$ cat src/rtl/grid_sprite_renderer.sv
// grid_sprite_renderer: per-frame shadowed tile grid mapped to sprite ROM texels, LAT = ROM_LAT+2 pipeline.
// Define GRID_LINES_EN to overlay 12'h888 lines on the first row/column of every tile.
module grid_sprite_renderer #(
    parameter int TILE_LOG2 = 5,
    parameter int GRID_COLS = 8,
    parameter int GRID_ROWS = 13,
    parameter int ORIGIN_X = 112,
    parameter int ORIGIN_Y = 112,
    parameter int CODE_W = 4,
    parameter int NUM_SPRITES = 11,
    parameter int ROM_LAT = 2,
    parameter logic [11:0] BG_COLOR = 12'h000,
    parameter logic [11:0] TRANSPARENT = 12'hF0F
) (
    input  logic                                         clock,
    input  logic                                         reset,
    input  logic [GRID_COLS*GRID_ROWS*CODE_W-1:0]        object_grid,
    input  logic [10:0]                                  hcount,
    input  logic [9:0]                                   vcount,
    input  logic                                         hsync,
    input  logic                                         vsync,
    input  logic                                         blank,
    output logic [$clog2(NUM_SPRITES)+2*TILE_LOG2-1:0]   rom_addr,
    input  logic [11:0]                                  rom_data,
    output logic                                         hsync_out,
    output logic                                         vsync_out,
    output logic                                         blank_out,
    output logic [11:0]                                  pixel_out,
    output logic                                         in_grid_out
);
    localparam int LAT = ROM_LAT + 2;
    localparam int SW = $clog2(NUM_SPRITES);
    localparam int CBW = GRID_COLS > 1 ? $clog2(GRID_COLS) : 1;
    localparam int RBW = GRID_ROWS > 1 ? $clog2(GRID_ROWS) : 1;
    localparam logic [10:0] X0 = 11'(ORIGIN_X);
    localparam logic [11:0] X1 = 12'(ORIGIN_X + (GRID_COLS << TILE_LOG2));
    localparam logic [9:0] Y0 = 10'(ORIGIN_Y);
    localparam logic [10:0] Y1 = 11'(ORIGIN_Y + (GRID_ROWS << TILE_LOG2));
    localparam logic [CODE_W:0] NS = (CODE_W + 1)'(NUM_SPRITES);
    localparam logic [3:0] SB_IDLE = 4'b0111;

    logic [GRID_COLS*GRID_ROWS*CODE_W-1:0] r_shadow;
    logic r_vs_prev;
    logic [$clog2(NUM_SPRITES)+2*TILE_LOG2-1:0] r_rom_addr;
    logic [3:0] r_sb [LAT-1];
    logic [11:0] r_pixel;
    logic r_hs, r_vs, r_blank, r_ig;

    logic [CODE_W-1:0] w_cells [1<<CBW][1<<RBW];
    genvar c, r;
    generate
        for (c = 0; c < (1 << CBW); c++) begin : g_col
            for (r = 0; r < (1 << RBW); r++) begin : g_row
                if (c < GRID_COLS && r < GRID_ROWS) begin : g_cell
                    assign w_cells[c][r] = r_shadow[(c*GRID_ROWS+r)*CODE_W +: CODE_W];
                end else begin : g_pad
                    assign w_cells[c][r] = '0;
                end
            end
        end
    endgenerate

    // Underflow left of/above the origin wraps dx/dy; in_grid masks it.
    logic [10:0] w_dx;
    logic [9:0] w_dy;
    logic w_in_grid;
    logic [CBW-1:0] w_col;
    logic [RBW-1:0] w_row;
    logic [CODE_W-1:0] w_raw;
    logic [SW-1:0] w_code;
    logic [3:0] w_sb_in, w_last;
    logic w_show;
    logic [11:0] w_pixel;
    logic w_ig;

    assign w_dx = hcount - X0;
    assign w_dy = vcount - Y0;
    assign w_in_grid = hcount >= X0 && {1'b0, hcount} < X1 && vcount >= Y0 && {1'b0, vcount} < Y1;
    assign w_col = CBW'(w_dx >> TILE_LOG2);
    assign w_row = RBW'(w_dy >> TILE_LOG2);
    assign w_raw = w_cells[w_col][w_row];
    assign w_code = (w_in_grid && {1'b0, w_raw} < NS) ? w_raw[SW-1:0] : '0;
    assign w_sb_in = {w_code != '0, hsync, vsync, blank};
    assign w_last = r_sb[LAT-2];
    assign w_show = w_last[3] && rom_data != TRANSPARENT;

`ifdef GRID_LINES_EN
    logic [LAT-2:0] r_line;
    logic w_line;
    assign w_line = w_in_grid && (w_dx[TILE_LOG2-1:0] == '0 || w_dy[TILE_LOG2-1:0] == '0);
    assign w_pixel = w_last[0] ? 12'h000 : r_line[LAT-2] ? 12'h888 : w_show ? rom_data : BG_COLOR;
    assign w_ig = !w_last[0] && (r_line[LAT-2] || w_show);
    always_ff @(posedge clock) begin
        if (reset) r_line <= '0;
        else r_line <= {r_line[LAT-3:0], w_line};
    end
`else
    assign w_pixel = w_last[0] ? 12'h000 : w_show ? rom_data : BG_COLOR;
    assign w_ig = !w_last[0] && w_show;
`endif

    always_ff @(posedge clock) begin
        if (reset) begin
            r_shadow <= '0;
            r_vs_prev <= 1'b1;
            r_rom_addr <= '0;
            for (int i = 0; i < LAT - 1; i++) r_sb[i] <= SB_IDLE;
            r_pixel <= 12'h000;
            r_hs <= 1'b1;
            r_vs <= 1'b1;
            r_blank <= 1'b1;
            r_ig <= 1'b0;
        end else begin
            if (r_vs_prev && !vsync) r_shadow <= object_grid;
            r_vs_prev <= vsync;
            r_rom_addr <= {w_code, w_dy[TILE_LOG2-1:0], w_dx[TILE_LOG2-1:0]};
            r_sb[0] <= w_sb_in;
            for (int i = 1; i < LAT - 1; i++) r_sb[i] <= r_sb[i-1];
            r_pixel <= w_pixel;
            r_hs <= w_last[2];
            r_vs <= w_last[1];
            r_blank <= w_last[0];
            r_ig <= w_ig;
        end
    end

    assign rom_addr = r_rom_addr;
    assign pixel_out = r_pixel;
    assign hsync_out = r_hs;
    assign vsync_out = r_vs;
    assign blank_out = r_blank;
    assign in_grid_out = r_ig;
endmodule

$ cat config.mk
export PLATFORM = sky130hd
export DESIGN_NAME = grid_sprite_renderer
export DESIGN_NICKNAME = d
export VERILOG_FILES = /design/src/rtl/grid_sprite_renderer.sv
export SDC_FILE = /design/constraint.sdc
export NUM_CORES = 1
export LEC_CHECK = 0
export ABC_CLOCK_PERIOD_IN_PS = 4650
export BUFFER_PORTS_ARGS = -buffer_cell sky130_fd_sc_hd__buf_2
export CAP_MARGIN = 10
export CELL_PAD_IN_SITES_DETAIL_PLACEMENT = 1
export CELL_PAD_IN_SITES_GLOBAL_PLACEMENT = 1
export CORE_UTILIZATION = 42
export CTS_CLUSTER_DIAMETER = 40
export DETAILED_ROUTE_END_ITERATION = 12
export PLACE_DENSITY_LB_ADDON = 0.1
export SYNTH_ARGS = -nofsm -noshare
export SYNTH_HDL_FRONTEND = slang
export SYNTH_SLANG_ARGS = --single-unit
$ cat constraint.sdc
create_clock -name clock -period 4.65 [get_ports clock]
set_input_delay 0.6975 -clock clock [delete_from_list [all_inputs] [get_ports clock]]
set_output_delay 0.6975 -clock clock [all_outputs]
set_load 0.1 [all_outputs]
Word-level counts from Yosys, hierarchy flattened:

Memories as Yosys holds them, arrays and structs flattened.
Cells that the tools add are included.

* bits in read-only memories: 0
* output and inout bits: 30
* RAM bits: 12
* register bits: 447
* memories kept: 1
* latch bits: 0

* magnitude comparators: 7
* shift operators: 0
* reductions and logical operators: 11
* multipliers: 0
* div/mod/pow operators: 0
* add/sub/neg operators: 2
* equal/unequal tests: 1
* multiplexer cells: 13
* bitwise gates (word level): 6

Memories
* r_sb: depth 3, width 4, read ports 3, clocked after Yosys merged registers in 0, write ports 3, RTL line 45 `logic [3:0] r_sb [LAT-1];`

Operators by type and width (number)
* binary-select mux 64 bit (select 3 bit): 1
* 2-to-1 mux 64 bit: 2
* 2-to-1 mux 4 bit: 6
* binary-select mux 4 bit (select 4 bit): 1
* inequality test 12 bit, second input constant: 1
* >= comparator 11 x 7 -> 1 bit, second input constant: 1
* less-than comparator 11 x 9 -> 1 bit, second input constant: 1
* >= comparator 10 x 7 -> 1 bit, second input constant: 1
* less-than comparator 10 bit, second input constant: 1
* subtractor 9 x 7 -> 9 bit, second input constant: 1
* subtractor 8 x 7 -> 8 bit, second input constant: 1
* logical AND 1 bit: 7
* >= comparator 5 bit, second input constant: 1
* NOT 4 -> 5 bit: 1
* >= comparator 4 bit, second input constant: 1
* less-than comparator 4 bit, second input constant: 1
* NOT 3 -> 4 bit: 1
* nonzero test 4 bit: 1
* 2-to-1 mux 1 bit: 3
* OR 1 bit: 3
* OR reduction 3 bit: 1
* zero test 1 bit: 2
* NOT 1 bit: 1

Logic depth before layout (Yosys ltp):

* depth in word-level cells: 13
* gate-level depth with buffers: 13
* mapped depth without buffers: 11

Worst setup path before layout:

Ideal clock, no wire load.

* path type: input port to flip-flop
* start: input hcount[4]
* end: memory r_sb[0][3]
* setup time: 116 ps
* stages on the path: 12
* data arrival time: 3193 ps
* slack: 1341 ps
* cells stage by stage: ha_1 buf_2 buf_2 buf_4 mux4_2 nand3_1 nand3_1 a41oi_1 o211ai_1 a41oi_2 nand4_1 and3b_1

RTL lines
* from (decl): RTL line 18 `input logic [10:0] hcount,`
* to (decl): RTL line 45

Final worst setup path:

* start: input hcount[4]
* end: register r_rom_addr[11] (netlist: rom_addr[11])

* longest elaborated chain between the ends: 11

RTL lines
* subtractor 8 x 7 -> 8 bit: RTL line 76 `assign w_dx = hcount - X0;`
* NOT 3 -> 4 bit (implied by the code): RTL line 81 `assign w_raw = w_cells[w_col][w_row];`
* binary-select mux 64 bit (select 3 bit): RTL line 81
* 2-to-1 mux 64 bit (implied by the code) (2 in a row): RTL line 81
* binary-select mux 4 bit (select 4 bit): RTL line 81
* 2-to-1 mux 4 bit (implied by the code) (2 in a row): RTL line 81
* less-than comparator 4 bit: RTL line 82 `assign w_code = (w_in_grid && {1'b0, w_raw} < NS) ? w_raw[SW-1:0] : '0;`
* logical AND 1 bit: RTL line 82
* 2-to-1 mux 4 bit (*): RTL line 82
* to (signal assigned): RTL line 116 `r_rom_addr <= {w_code, w_dy[TILE_LOG2-1:0], w_dx[TILE_LOG2-1:0]};`
* to (decl): RTL line 44 `logic [$clog2(NUM_SPRITES)+2*TILE_LOG2-1:0] r_rom_addr;`

Every way passes the cells marked *; elsewhere a longest branch is shown, timed or not. The select of a mux whose other input is x is not followed.
A chain may end at the register's enable or synchronous reset.

==> metrics.yaml <==
outcome: "finished clean"
core_area_um2: 44700
synth-xor-area-share_pct: 0.723
yosysUniqueCellTypes: 68
dp_slack_ns: 0.755
critPathMaxStageDelay_ns: 0.63
area_delta_synth_final_pct: 27.0
worst_pin_slew_ns: 1.08
clk_pin_slew_ns: 0.06
final-setup-viol-count: 0
hold_depth: 2
hold_path_end: "r_sb[0][2]"
fin_crit_sh_pct: 72.0
dp.final_hpwl_mm: 55.2
clock-root-buffer: "clkbuf_16"
timing.rr.start: "r_shadow[376]"
die_w_um: 216
port_buffers: 483
maxCapViolCount: 0
synthMuxAreaShare_pct: 11.1
antenna_found_initial: 7
grt_overflow: 0
routedWlPerCell_um: 22.5
first_iter_violations: 1401
reg2reg_to: "r_sb[0][3]"
cts_tree: "done"
synth_fa_ha_area_share_pct: 0.195
drive_gt1_share_pct: 26.8
synth-compound-area-share_pct: 13.5
grt_pass1_vias: 19400
fin_tns_setup_ns: 0
gp_congestion: 0.919
total_power_mw: 11.0
period_needed_ns: 3.35
irDropWorstVdd_uv: 315
die_h_um: 216
start_kind: "input pin"
top_usage_layer: "met2"
clock_sinks: 458
worst_skew_pair.late_latency_ns: 0.58
grt_use_met3_pct: 5.98
syn_inst: 2323
min_from: "hsync"
setup_slack_ns: 1.30
rows: 77
leakage_nw: 9.98
clock_skew_ns: 0.0110
synthSimpleGateAreaFrac_pct: 22.6
slew_headroom_pct: 28.2
ios: 484
cp.arrival_ns: 3.82
cts_buffers: 67
firstDrtPassIters: 5
cp.required_ns: 5.12
dieArea_um2: 46600
slew_violations: 0
post_cts_buffers: 0
hold_viol: 0
crit_path_cell_trace: "buf_2 > ha_4 > xnor2_4 > buf_4 > mux4_2 > mux2i_1 > o311ai_0 > o311a_1 > a221o_1 > o41ai_2 > a21oi_2 > nor3b_1"
p_per_area_nw_per_um2: 452
cts_max_path_buffers: 3
cts_hold_buf: 0
synth_top_family_by_area: "simple AND/OR/NAND/NOR gates"
ctsResizeCount: 0
final_antenna_net_count: 0
vias: 18600
ys_ff_latch: 458
route.detailed.drc: 0
grt_pass1_wl_mm: 113
synth_flop_cell: "dfxtp_1"
synth_edf_count: 0
grt_usage_pct: 32.0
min_path_type: "input pin to register"
crit_slowest_cell: "xnor2_4"
async_reset_ff_share_pct: 0
critPathCaptureType: "register"
yosysTopAreaCell: "dfxtp_1"
routed_via_density: 5.53
post-route-util_pct: 54.6
whs_ns: 0.321
ff2ff_path_depth: 7
crit_type: "input pin to register"
grt_setup_unrepaired: "false"
wl_mm: 75.8
cts_htree_levels: 3
met1_usage_pct: 40.5
start_util_pct: 43.0
synth_area_um2: 19200
synth_top_area_share_pct: 47.7
grt_max_degree: 237
gr-usage-met2_pct: 53.3
final_nets: 3183
yosys_warnings: 0
synth.yosys.seq_area_share_pct: 47.7
syn_avg_cell_area_um2: 8.27
synthTopCellsByArea: "dfxtp_1 (48%), nand2_1 (18%), a21oi_1 (11%)"
syn-num-nets: 2780
rrSetupSlack_ns: 2.18
fmax_mhz: 299
cp_max_fo: 17
## worst max path at each step
stage               from      endpoint  slack (ns)  cells past startpoint
6_report       hcount[4]  rom_addr[11]        1.30                     12
5_1_grt        hcount[4]  rom_addr[11]        1.15                     11
4_1_cts        hcount[4]  rom_addr[11]        1.33                     11
3_5_place_dp   hcount[6]  rom_addr[11]        0.75                     11
3_3_place_gp   vcount[4]    r_sb[0][3]        0.75                     12
2_1_floorplan  hcount[4]    r_sb[0][3]        1.34                     12
## routing by layer
layer  wire length, um  up-vias
li1                  -     8643
met1             31200     9071
met2             36200      745
met3              5460      157
met4              2870        4
met5                21        -
## cell usage in the layout, fill, tap and decap left out, types with 4 or more instances in the layout
| cell type | Yosys | routed |
|---|---|---|
| nor3_1 | 24 | 24 |
| mux4_2 | 80 | 80 |
| nand2_1 | 916 | 916 |
| a21oi_1 | 425 | 425 |
| dfxtp_1 | 458 | 458 |
| nand4_1 | 10 | 10 |
| mux2i_1 | 23 | 23 |
| buf_12 | 2 | 7 |
| or2_2 | 12 | 12 |
| nor2b_1 | 15 | 14 |
| a31oi_1 | 9 | 9 |
| diode_2 | 0 | 4 |
| nor2_1 | 15 | 15 |
| o22ai_1 | 7 | 7 |
| clkbuf_8 | 0 | 6 |
| bufinv_16 | 0 | 9 |
| nor3b_1 | 4 | 4 |
| clkinv_2 | 0 | 6 |
| nand3_1 | 37 | 37 |
| buf_2 | 21 | 482 |
| a32oi_1 | 6 | 6 |
| and2_1 | 14 | 14 |
| xnor2_1 | 4 | 4 |
| nor4_1 | 5 | 5 |
| buf_4 | 5 | 31 |
| o31ai_1 | 4 | 4 |
| inv_6 | 0 | 6 |
| clkbuf_16 | 0 | 71 |
| clkbuf_1 | 152 | 6 |
| clkinvlp_4 | 0 | 6 |
## Yosys cell counts (14+ instances only)
master    number
nor2_1        15
nand2_1      916
mux4_2        80
nor3_1        24
clkbuf_1     152
and2_1        14
nand3_1       37
a21oi_1      425
nor2b_1       15
buf_2         21
dfxtp_1      458
mux2i_1       23
## critical path, delay by kind of cell
family          cells  cell delay [ns]
buf+inv             2             0.48
simple gates        1             0.26
compound gates      5             1.02
fa+ha+maj           1             0.20
xor+xnor            1             0.63
mux                 2             0.52
## flip-flops by register name (all words and copies together) (netlist names)
signal and cells:
blank_out 1, r_sb 12, rom_addr 14, hsync_out 1, vsync_out 1, in_grid_out 1, pixel_out 12, r_shadow 416
## logic make-up (layout without fill, tap and decap cells)
| logic type | count (synthesis) | in the layout |
|---|---|---|
| and+or+nand+nor | 1070 | 1070 |
| AOI/OAI and AO/OA | 482 | 482 |
| DFF | 458 | 458 |
| buffers and inverters | 190 | 640 |
| muxes | 108 | 108 |
| xor gates and xnor gates | 12 | 12 |
| adders and majority gates | 3 | 3 |
| other | 0 | 4 |
## metrics by stage
step	std cells	cell area [um^2]
CTS	3365	24400
floorplan	2323	19200
global placement	3249	22000
detailed placement	3249	22000
global route	3368	24400
finish	3369	24400
## area by class of cell
type,instances,area [um^2]
Inverter,3,11.3
Antenna cell,4,10.0
Fill cell,5469,20300
Sequential cell,458,9170
Clock inverter,33,465
Timing Repair Buffer,521,2800
Clock buffer,83,1880
Tap cell,592,741
Multi-Input combinational cell,1675,9310
## power breakdown
group	leakage [nW]	internal, mW	switching, mW
clock network	1.14	3.40	1.92
registers	3.76	4.14	0.157
logic	5.08	0.552	0.849
Power figures use the tool's default switching activity.
